`config.mk`:
```
export PLATFORM = sky130hd
export DESIGN_NAME = multicycle_ctrl
export DESIGN_NICKNAME = d
export VERILOG_FILES = /design/src/rtl/multicycle_ctrl.sv
export SDC_FILE = /design/constraint.sdc
export NUM_CORES = 1
export LEC_CHECK = 0
export ABC_AREA = 1
export BUFFER_PORTS_ARGS = -buffer_cell sky130_fd_sc_hd__buf_4
export CORE_ASPECT_RATIO = 1.25
export CORE_MARGIN = 1
export CORE_UTILIZATION = 43
export CTS_BUF_LIST = sky130_fd_sc_hd__clkbuf_16
export CTS_CLUSTER_SIZE = 16
export DETAILED_ROUTE_END_ITERATION = 6
export GPL_ROUTABILITY_DRIVEN = 0
export HOLD_SLACK_MARGIN = 0.02
export PLACE_DENSITY = 0.73
export SLEW_MARGIN = 20
export SYNTH_ARGS = -nofsm -noshare
export SYNTH_HDL_FRONTEND = slang
export SYNTH_SLANG_ARGS = --single-unit
export TNS_END_PERCENT = 5
```
`constraint.sdc`:
```
create_clock -name clk -period 1.7 [get_ports clk]
set_input_delay 0 -clock clk [delete_from_list [all_inputs] [get_ports clk]]
set_output_delay 0 -clock clk [all_outputs]
set_load 0.02 [all_outputs]
```
`src/rtl/multicycle_ctrl.sv`:
```
// Multi-cycle main controller: FETCH/DECODE/EXEC/MEM/WB sequencing, memory handshakes, retire counter.
// Optional memory-wait timeout enabled by defining MEM_TIMEOUT_EN.
module multicycle_ctrl #(
  parameter int RET_W          = 16,
  parameter int TIMEOUT_CYCLES = 64
) (
  input  logic             clk,
  input  logic             rst,
  input  logic [3:0]       opcode,
  input  logic             alu_zero,
  input  logic             imem_ready,
  input  logic             dmem_ready,
  output logic             imem_req,
  output logic             dmem_req,
  output logic             dmem_we,
  output logic             ir_load,
  output logic             pc_inc,
  output logic             pc_load,
  output logic [1:0]       alu_op,
  output logic             alu_src,
  output logic             reg_write,
  output logic             mem_to_reg,
  output logic             illegal,
  output logic             bus_err,
  output logic [RET_W-1:0] retire_cnt,
  output logic [2:0]       fsm_state
);

  localparam logic [2:0] S_FETCH  = 3'd0;
  localparam logic [2:0] S_DECODE = 3'd1;
  localparam logic [2:0] S_EXEC   = 3'd2;
  localparam logic [2:0] S_MEM    = 3'd3;
  localparam logic [2:0] S_WB     = 3'd4;

  localparam logic [3:0] OP_LD  = 4'h0;
  localparam logic [3:0] OP_ST  = 4'h1;
  localparam logic [3:0] OP_BEQ = 4'hb;
  localparam logic [3:0] OP_BNE = 4'hc;
  localparam logic [3:0] OP_JMP = 4'hd;

  logic [2:0] state;
  logic [2:0] next_state;
  logic [3:0] op_q;
  logic       retire;
  logic       timeout;
  logic       is_mem_op;
  logic       is_branch;

  // The timeout counter needs at least one bit of wait state to be meaningful.
  if (TIMEOUT_CYCLES < 2) begin : g_timeout_range_unsupported
  end

  assign fsm_state = state;
  assign is_mem_op = (op_q == OP_LD) || (op_q == OP_ST);
  assign is_branch = (op_q == OP_BEQ) || (op_q == OP_BNE) || (op_q == OP_JMP);

`ifdef MEM_TIMEOUT_EN
  localparam int WAIT_W = $clog2(TIMEOUT_CYCLES);

  logic [WAIT_W-1:0] wait_cnt;
  logic              waiting;
  logic              acked;

  assign waiting = (state == S_FETCH) || (state == S_MEM);
  assign acked   = (state == S_FETCH) ? imem_ready : dmem_ready;
  // Ready in the final wait cycle still wins over the timeout.
  assign timeout = waiting && !acked && (wait_cnt == WAIT_W'(TIMEOUT_CYCLES - 1));

  always_ff @(posedge clk) begin
    if (rst) begin
      wait_cnt <= '0;
    end else if ((state != next_state) || timeout) begin
      wait_cnt <= '0;
    end else if (waiting && !acked) begin
      wait_cnt <= wait_cnt + WAIT_W'(1);
    end
  end
`else
  assign timeout = 1'b0;
`endif

  always_comb begin
    next_state = state;
    retire     = 1'b0;
    imem_req   = 1'b0;
    dmem_req   = 1'b0;
    dmem_we    = 1'b0;
    ir_load    = 1'b0;
    pc_inc     = 1'b0;
    pc_load    = 1'b0;
    alu_op     = 2'b00;
    alu_src    = 1'b0;
    reg_write  = 1'b0;
    mem_to_reg = 1'b0;
    illegal    = 1'b0;
    bus_err    = timeout;
    case (state)
      S_FETCH: begin
        imem_req = 1'b1;
        if (imem_ready) begin
          ir_load    = 1'b1;
          pc_inc     = 1'b1;
          next_state = S_DECODE;
        end
      end
      S_DECODE: begin
        if ((opcode == 4'ha) || (opcode == 4'he) || (opcode == 4'hf)) begin
          illegal    = 1'b1;
          next_state = S_FETCH;
        end else begin
          next_state = S_EXEC;
        end
      end
      S_EXEC: begin
        if (is_mem_op) begin
          alu_op     = 2'b10;
          alu_src    = 1'b1;
          next_state = S_MEM;
        end else if (is_branch) begin
          alu_op     = 2'b01;
          retire     = 1'b1;
          next_state = S_FETCH;
          case (op_q)
            OP_BEQ:  pc_load = alu_zero;
            OP_BNE:  pc_load = !alu_zero;
            default: pc_load = 1'b1;
          endcase
        end else begin
          next_state = S_WB;
        end
      end
      S_MEM: begin
        alu_op   = 2'b10;
        alu_src  = 1'b1;
        dmem_req = 1'b1;
        dmem_we  = (op_q == OP_ST);
        if (dmem_ready) begin
          if (op_q == OP_ST) begin
            retire     = 1'b1;
            next_state = S_FETCH;
          end else begin
            next_state = S_WB;
          end
        end else if (timeout) begin
          next_state = S_FETCH;
        end
      end
      S_WB: begin
        reg_write  = 1'b1;
        mem_to_reg = (op_q == OP_LD);
        retire     = 1'b1;
        next_state = S_FETCH;
      end
      default: next_state = S_FETCH;
    endcase
    // Reset aborts the instruction: nothing escapes in the reset cycle.
    if (rst) begin
      retire     = 1'b0;
      imem_req   = 1'b0;
      dmem_req   = 1'b0;
      dmem_we    = 1'b0;
      ir_load    = 1'b0;
      pc_inc     = 1'b0;
      pc_load    = 1'b0;
      alu_op     = 2'b00;
      alu_src    = 1'b0;
      reg_write  = 1'b0;
      mem_to_reg = 1'b0;
      illegal    = 1'b0;
      bus_err    = 1'b0;
    end
  end

  always_ff @(posedge clk) begin
    if (rst) begin
      state      <= S_FETCH;
      op_q       <= 4'h0;
      retire_cnt <= '0;
    end else begin
      state <= next_state;
      if (state == S_DECODE) begin
        op_q <= opcode;
      end
      if (retire) begin
        retire_cnt <= retire_cnt + RET_W'(1);
      end
    end
  end

endmodule

```
Yosys cells after proc, flatten, opt, wreduce, memory -nomap -nowiden. Cells that the tools add are included.

Logic and storage cells: 67. Bits in registers: 23. Bits of input ports: 9. Output and inout bits: 32.

$add $sub $neg: 1. Multiplexer cells: 41. Eq/ne operators: 13. Reductions and logical operators: 9.

Operators with widths (count): 2-to-1 mux 1 bit (28); == test 4 bit (second input constant) (6); adder 16 x 1 -> 16 bit (second input constant) (1); 2-to-1 mux 3 bit (5); one-hot mux 3 bit (4 select lines) (1); == test 3 x 2 -> 1 bit (second input constant) (2); 2-to-1 mux 2 bit (3); logical OR 1 bit (5); == test 4 x 1 -> 1 bit (second input constant) (1); logical NOT 4 bit (1); != test 2 bit (second input constant) (2); one-hot mux 1 bit (2 select lines) (2); one-hot mux 2 bit (2 select lines) (1); == test 3 x 1 -> 1 bit (second input constant) (1); == test 3 bit (second input constant) (1); logical NOT 3 bit (1); one-hot mux 1 bit (3 select lines) (1); AND reduction 2 bit (1); logical NOT 1 bit (1).

Logic depth before layout (Yosys ltp). Gate-level depths: netlist (run 1).

Word-level depth: 7. Depth in mapped cells: 11. Gate-level depth less buffers: 10.

Worst setup path before layout (run 1). No wires, ideal clock.

Path type: reg-to-output. From: register state[1], in the netlist fsm_state[1]. To: output port alu_op[1]. Data required time: 1.700 ns. Setup slack: -0.024 ns. Stages on the path, launching flop included: 8. Data arrival time: 1.724 ns. Buffers on the path: 1. Path through: dfxtp_1 inv_2 nor3_2 inv_1 nor2_1 inv_1 o21ai_0 buf_4.

Longest elaborated chain between the ends: 3. Elaborated cells on any way between the ends: 4. Those cells by class: eq/ne: 2; mux: 2.

RTL lines: start: declaration (line 41) `logic [2:0] state;`; start signal: assignment (line 180) `state <= next_state;`; == test 3 x 2 -> 1 bit (line 97) `case (state)`; one-hot mux 2 bit (2 select lines) * (line 97); 2-to-1 mux 2 bit * (line 157) `if (rst) begin`; end: declaration (line 19) `output logic [1:0] alu_op,`.

Every way passes the cells marked *; elsewhere a longest branch is shown, timed or not.

Final worst setup path (run 1).
From: register state[1], in the netlist fsm_state[1]. To: output port alu_src.

Longest elaborated chain between the ends: 3. Elaborated cells on any way between the ends: 4. Those cells by class: eq/ne: 2; mux: 2.

RTL lines: == test 3 x 2 -> 1 bit (line 97); one-hot mux 1 bit (2 select lines) * (line 97); 2-to-1 mux 1 bit * (line 157); end: declaration (line 20) `output logic alu_src,`.

Marked as above.

==> impl_metrics.env, run 1 <==
export IMPL_run_status="complete, no violations"
export IMPL_post_route_min_period_ns=1.53
export IMPL_crit_path_max_fanout=6
export IMPL_fin_nets=253
export IMPL_clock_skew_after_layout_ns=0.00146
export IMPL_routed_wire_length_per_instance_um=10.2
export IMPL_timing_rr_start="fsm_state[0]"
export IMPL_tns_ns=0
export IMPL_dp_worst_setup_slack_ns=0.197
export IMPL_required_ns=1.70
export IMPL_core_region_area_um2=2920
export IMPL_rsz0062_at_grt="yes"
export IMPL_die_w_um=51.4
export IMPL_via_total_after_detailed_routing=1372
export IMPL_critPathLaunchType="flip-flop"
export IMPL_power_per_cell_area_nw_per_um2=843
export IMPL_final_period_utilization_pct=90.1
export IMPL_antenna_found_initial=0
export IMPL_reg2reg_path_depth=8
export IMPL_floorplan_rows=22
export IMPL_slew_violations=0
export IMPL_setup_cp_type="reg -> out"
export IMPL_highest_clock_rate_mhz=653
export IMPL_setup_violations_final=0
export IMPL_min_delay_start="opcode[3]"
export IMPL_layout_area_overhead_vs_synth_pct=31.1
export IMPL_nFillCells=308
export IMPL_first_drt_iteration_drcs=27
export IMPL_min_delay_path_class="in -> reg"
export IMPL_cts_root_buffer="sky130_fd_sc_hd__clkbuf_16"
export IMPL_cts_buffers_inserted=3
export IMPL_global_route_usage_total_pct=17.9
export IMPL_layout_commonest_cell="sky130_fd_sc_hd__nand2_1"
export IMPL_first_pass_grt_wire_length_um=4570
export IMPL_max_vdd_ir_drop_mv=0.592
export IMPL_synth_ff_latch_count=23
export IMPL_cp_data_arrival_time_ns=1.53
export IMPL_floorplan_initialDensity_pct=44.9
export IMPL_dr_pass1_iters=4
export IMPL_final_critical_path_setup_slack_ns=0.169
export IMPL_grt_start_max_net_pins=22
export IMPL_cts_tree="done"
export IMPL_clkTransAtPathRegs_ns=0.06
export IMPL_first_global_vias=1167
export IMPL_drt_drc_violations_left=0
export IMPL_ctsHtreeMaxLevel=1
export IMPL_yosysWarningCount=0
export IMPL_numClockSinks=23
export IMPL_viasPerCell=4.94
export IMPL_worstHoldPathCells=3
export IMPL_setup_reg_to_reg_worst_slack_ns=0.19
export IMPL_whs_ns=0.0323
export IMPL_drtAntennaViolNets=0
export IMPL_worst_r2r_endpoint="retire_cnt[7]"
export IMPL_postCtsSetupBuffers=0
export IMPL_avgSynthCellArea_um2=6.46
export IMPL_dieArea_um2=3280
export IMPL_max_cap_violations=0
export IMPL_post_route_cells_drive_above_1_share_pct=23.6
export IMPL_hold_viol=0
export IMPL_mappedNetlistNets=213
export IMPL_sequential_cell_area_um2=460
export IMPL_hold_path_endpoint="op_q[3]"
export IMPL_num_io_pins=41
export IMPL_dieHeight_um=63.7
export IMPL_post_synth_inst_count=203
export IMPL_numPortBuffers=39
export IMPL_mostFrequentLayoutCells="sky130_fd_sc_hd__nand2_1 (44), sky130_fd_sc_hd__buf_4 (43), sky130_fd_sc_hd__nor2_1 (32), sky130_fd_sc_hd__inv_1 (26), sky130_fd_sc_hd__dfxtp_1 (23)"
export IMPL_synth_seq_area_share_pct=35.1
export IMPL_mappedNetlistArea_um2=1310
export IMPL_insertion_delay_ns=0.25
export IMPL_antenna_cells_inserted=0
export IMPL_lkg_pwr_nw=0.812
export IMPL_gr_total_overflow=0
export IMPL_cts_path_max_buffers=2
export IMPL_finalWirelength_um=2840
export IMPL_endpoint_kind="output pin"
export IMPL_dpl_hpwl_um=2100
export IMPL_synth_distinct_cells=29
export IMPL_multi_input_comb_area_um2=704
## per-layer routing
metal  GRT usage, %  wire length, um  vias to the layer above
met5              0                0                        -
met3           2.38              147                        5
met1           20.0             1210                      605
li1               -                -                      730
met4           8.11               55                        0
met2           32.5             1430                       32
## cell families after synthesis
family / Yosys count / synth area share [%]
compound gates: 27 / 11.7
xor+xnor: 2 / 1.34
fa+ha+maj: 1 / 0.954
buf+inv: 35 / 11.9
flops: 23 / 35.1
other cells: 1 / 0.286
simple gates: 114 / 38.6
## Yosys cell counts
master / n / area [um2]
sky130_fd_sc_hd__nor3b_1: 1 / 7.51
sky130_fd_sc_hd__inv_1: 25 / 93.8
sky130_fd_sc_hd__a21oi_2: 3 / 26.3
sky130_fd_sc_hd__o22ai_1: 2 / 12.5
sky130_fd_sc_hd__clkbuf_1: 1 / 3.75
sky130_fd_sc_hd__o211ai_1: 1 / 7.51
sky130_fd_sc_hd__buf_6: 1 / 11.3
sky130_fd_sc_hd__a211oi_1: 1 / 7.51
sky130_fd_sc_hd__buf_1: 1 / 3.75
sky130_fd_sc_hd__ha_1: 1 / 12.5
sky130_fd_sc_hd__inv_2: 1 / 3.75
sky130_fd_sc_hd__o21ai_0: 6 / 30.0
sky130_fd_sc_hd__dfxtp_1: 23 / 460
sky130_fd_sc_hd__buf_2: 2 / 10.0
sky130_fd_sc_hd__nand2_1: 44 / 165
sky130_fd_sc_hd__nand3b_1: 1 / 7.51
sky130_fd_sc_hd__nand4_1: 2 / 12.5
sky130_fd_sc_hd__nor3_2: 1 / 10.0
sky130_fd_sc_hd__nor3_1: 8 / 40.0
sky130_fd_sc_hd__xnor2_1: 2 / 17.5
sky130_fd_sc_hd__buf_4: 4 / 30.0
sky130_fd_sc_hd__nor2_1: 32 / 120
sky130_fd_sc_hd__nor4_1: 1 / 6.26
sky130_fd_sc_hd__nor2_2: 1 / 6.26
sky130_fd_sc_hd__conb_1: 1 / 3.75
sky130_fd_sc_hd__a21oi_1: 14 / 70.1
sky130_fd_sc_hd__nand3_1: 19 / 95.1
sky130_fd_sc_hd__nand3_2: 3 / 30.0
sky130_fd_sc_hd__and3_1: 1 / 6.26
## where the power goes
group | leakage (nW) | switching (W) | internal (W) | total, W
combinational | 0.583 | 0.000210 | 0.000129 | 0.000340
clock | 0.0423 | 0.000182 | 0.000314 | 0.000496
sequential | 0.186 | 0.0000387 | 0.000575 | 0.000613
## final cells by class
cell class | count | share of cell area [%]
clock buffer | 3 | 4.37
clock inverter | 1 | 0.218
inverter | 26 | 5.68
multi-input combinational | 145 | 41.0
sequential | 23 | 26.8
tap | 36 | 2.62
timing repair buffer | 44 | 19.4
## worst max-delay path by stage
stage | start | end | slack (ns) | cells after the start
final | fsm_state[1] | alu_src | 0.17 | 7
after global routing | retire_cnt[0] | retire_cnt[10] | -0.007 | 8
after CTS | fsm_state[1] | alu_src | 0.15 | 7
after detailed placement | retire_cnt[1] | retire_cnt[12] | 0.20 | 8
after global placement | fsm_state[0] | retire_cnt[11] | 0.25 | 9
after floorplan | fsm_state[0] | alu_op[1] | 0.1 | 5
## worst max-delay path, stage by stage, from the launching register on
cell and delay [ns]:
sky130_fd_sc_hd__dfxtp_1 0.42, sky130_fd_sc_hd__inv_2 0.06, sky130_fd_sc_hd__nor3_2 0.17, sky130_fd_sc_hd__inv_1 0.06, sky130_fd_sc_hd__nor2_1 0.14, sky130_fd_sc_hd__inv_1 0.07
sky130_fd_sc_hd__o21ai_1 0.18, sky130_fd_sc_hd__buf_4 0.18
## timing repair
action                                  4_1_cts  5_1_grt
hold endpoints to repair                      2        0
endpoints found under the setup margin        0        2
resized for setup                             0        2
hold buffers                                  1        0
## stage by stage
| stage | power, W | instance area [um2] | instances | utilization [%] |
|---|---|---|---|---|
| after floorplan | 0.000867 | 1310 | 203 | - |
| after global placement | 0.000961 | 1620 | 273 | 55.5 |
| after detailed placement | 0.000962 | 1620 | 273 | 55.5 |
| after CTS | 0.00147 | 1710 | 278 | 58.6 |
| after global routing | 0.00154 | 1720 | 278 | 58.9 |
| final | 0.00145 | 1720 | 278 | 58.9 |
## state kept, by name, summed over array words and instances (netlist names)
register / count
retire_cnt: 16
op_q: 4
fsm_state: 3
Note: power is estimated with default switching activity, not from simulation.
==> run 2: changes to the inputs <==
--- a/config.mk
+++ b/config.mk
@@ -20,4 +20,4 @@
 export SYNTH_ARGS = -nofsm -noshare
 export SYNTH_HDL_FRONTEND = slang
 export SYNTH_SLANG_ARGS = --single-unit
-export TNS_END_PERCENT = 5
+export TNS_END_PERCENT = 50
==> constraint.sdc (replaced) <==
create_clock -name clk -period 1.7 [get_ports clk]
set_input_delay 0 -clock clk [delete_from_list [all_inputs] [get_ports clk]]
set_output_delay 0 -clock clk [all_outputs]
set_load 0.05 [all_outputs]
==> impl_metrics.env, run 2 (synthesis results as in run 1) <==
export IMPL_via_total_after_detailed_routing=1376
export IMPL_postCtsSetupBuffers=0
export IMPL_regMostFlops="retire_cnt"
export IMPL_cts_tree="done"
export IMPL_ctsHtreeMaxLevel=1
export IMPL_timing_critical_path_cells="nor3_2 -> inv_1 -> nor2_1 -> inv_1 -> o21ai_4 -> buf_4"
export IMPL_rsz0062_at_grt="no"
export IMPL_global_route_usage_total_pct=19.3
export IMPL_setup_cp_type="reg -> out"
export IMPL_placedInstanceArea_um2=1710
export IMPL_clock_skew_after_layout_ns=0.00562
export IMPL_dpl_hpwl_um=2250
export IMPL_dp_worst_setup_slack_ns=0.148
export IMPL_required_ns=1.70
export IMPL_fin_nets=252
export IMPL_grt_start_max_net_pins=30
export IMPL_dr_pass1_iters=5
export IMPL_run_status="complete, no violations"
export IMPL_design_area_um2=1800
export IMPL_num_io_pins=41
export IMPL_first_pass_grt_wire_length_um=4890
export IMPL_dieHeight_um=63.7
export IMPL_largest_register_ffs=16
export IMPL_post_route_util_pct=61.8
export IMPL_insertion_delay_ns=0.26
export IMPL_dieArea_um2=3280
export IMPL_antenna_cells_inserted=0
export IMPL_die_w_um=51.4
export IMPL_final_period_utilization_pct=89.4
export IMPL_drtAntennaViolNets=0
export IMPL_layout_commonest_cell="sky130_fd_sc_hd__nand2_1"
export IMPL_viasPerCell=4.97
export IMPL_cts_root_buffer="sky130_fd_sc_hd__clkbuf_16"
export IMPL_numClockSinks=23
export IMPL_worstMarginPinSlew_ns=0.536
export IMPL_max_cap_violations=0
export IMPL_critical_path_n_buffers_inverters=3
export IMPL_crit_path_frequent_cell="sky130_fd_sc_hd__inv_1"
export IMPL_lkg_pwr_nw=0.822
export IMPL_final_critical_path_setup_slack_ns=0.181
export IMPL_tns_ns=0
export IMPL_gr_total_overflow=0
export IMPL_finalWirelength_um=3020
export IMPL_numPortBuffers=39
export IMPL_antenna_found_initial=0
export IMPL_critical_path_slowest_cell="sky130_fd_sc_hd__dfxtp_4"
export IMPL_slew_violations=0
export IMPL_highest_clock_rate_mhz=658
export IMPL_floorplan_initialDensity_pct=44.9
export IMPL_cp_data_arrival_time_ns=1.52
export IMPL_layout_area_overhead_vs_synth_pct=37.6
export IMPL_routed_wire_length_per_instance_um=10.9
export IMPL_first_global_vias=1155
export IMPL_max_slew_margin_rel_pct=63.9
export IMPL_post_route_cells_drive_above_1_share_pct=29.9
export IMPL_clkTransAtPathRegs_ns=0.06
export IMPL_core_region_area_um2=2920
export IMPL_largest_stage_delay_on_the_critical_path_ns=0.36
export IMPL_critPathLaunchType="flip-flop"
export IMPL_hold_viol=0
export IMPL_setup_violations_final=0
export IMPL_first_drt_iteration_drcs=17
export IMPL_endpoint_kind="output pin"
export IMPL_whs_ns=0.0325
export IMPL_mostFrequentLayoutCells="sky130_fd_sc_hd__nand2_1 (43), sky130_fd_sc_hd__buf_4 (42), sky130_fd_sc_hd__nor2_1 (30), sky130_fd_sc_hd__inv_1 (25)"
export IMPL_min_delay_path_class="in -> reg"
export IMPL_crit_path_max_fanout=7
export IMPL_drt_drc_violations_left=0
export IMPL_floorplan_rows=22
export IMPL_power_per_cell_area_nw_per_um2=878
export IMPL_cts_path_max_buffers=2
export IMPL_worst_path_dominant_cell_family="simple AND/OR/NAND/NOR gates"
export IMPL_max_vdd_ir_drop_mv=0.532
export IMPL_cts_buffers_inserted=3
export IMPL_post_route_min_period_ns=1.52
## run 2: layout make-up
cell class / instances / area (um2)
multi-input combinational: 145 / 778
clock inverter: 1 / 5.00
timing repair buffer: 43 / 335
sequential: 23 / 468
fill: 302 / 1110
tap: 36 / 45.0
inverter: 26 / 97.6
clock buffer: 3 / 75.1
## run 2: power by group
part,leakage (nW),internal (W),switching [W],total (W)
registers,0.188,0.000579,0.0000388,0.000618
logic,0.593,0.000138,0.000322,0.000461
clock network,0.0409,0.000316,0.000189,0.000505
## run 2: what timing repair did
item	in CTS	in global routing
hold buffers	0	0
resized for setup	0	6
setup endpoints to repair	0	2
## run 2: worst reg2reg max path, cell delays in order, from the launching register on
cell and delay [ns]:
sky130_fd_sc_hd__dfxtp_1 0.40, sky130_fd_sc_hd__ha_2 0.23, sky130_fd_sc_hd__nand3_1 0.13, sky130_fd_sc_hd__nor2_2 0.14
sky130_fd_sc_hd__nand2_2 0.11, sky130_fd_sc_hd__nor3_2 0.21, sky130_fd_sc_hd__nand3_1 0.09, sky130_fd_sc_hd__nand2_1 0.06
sky130_fd_sc_hd__nor2_1 0.03
## run 2: through the flow
step	power (W)	instances
after detailed placement	0.00109	273
final	0.00158	277
after global routing	0.00166	277
after floorplan	0.000984	203
after CTS	0.00159	277
after global placement	0.00109	273
## run 2: path summary, 6_finish.rpt
check | start | end | slack [ns] | cells after the start
min | opcode[2] | op_q[2] | 0.03 | 3
min reg2reg | retire_cnt[0] | retire_cnt[0] | 0.49 | 1
max reg2reg | retire_cnt[1] | retire_cnt[14] | 0.19 | 8
max | fsm_state[0] | alu_op[1] | 0.18 | 6
## run 2: metal layers
| metal | vias to the layer above | GRT usage [%] | share of wire, % |
|---|---|---|---|
| li1 | 726 | - | - |
| met1 | 600 | 21.4 | 43 |
| met3 | 5 | 3.33 | 5.3 |
| met5 | - | 0 | 0 |
| met4 | 0 | 6.08 | 1.3 |
| met2 | 45 | 36.0 | 50 |
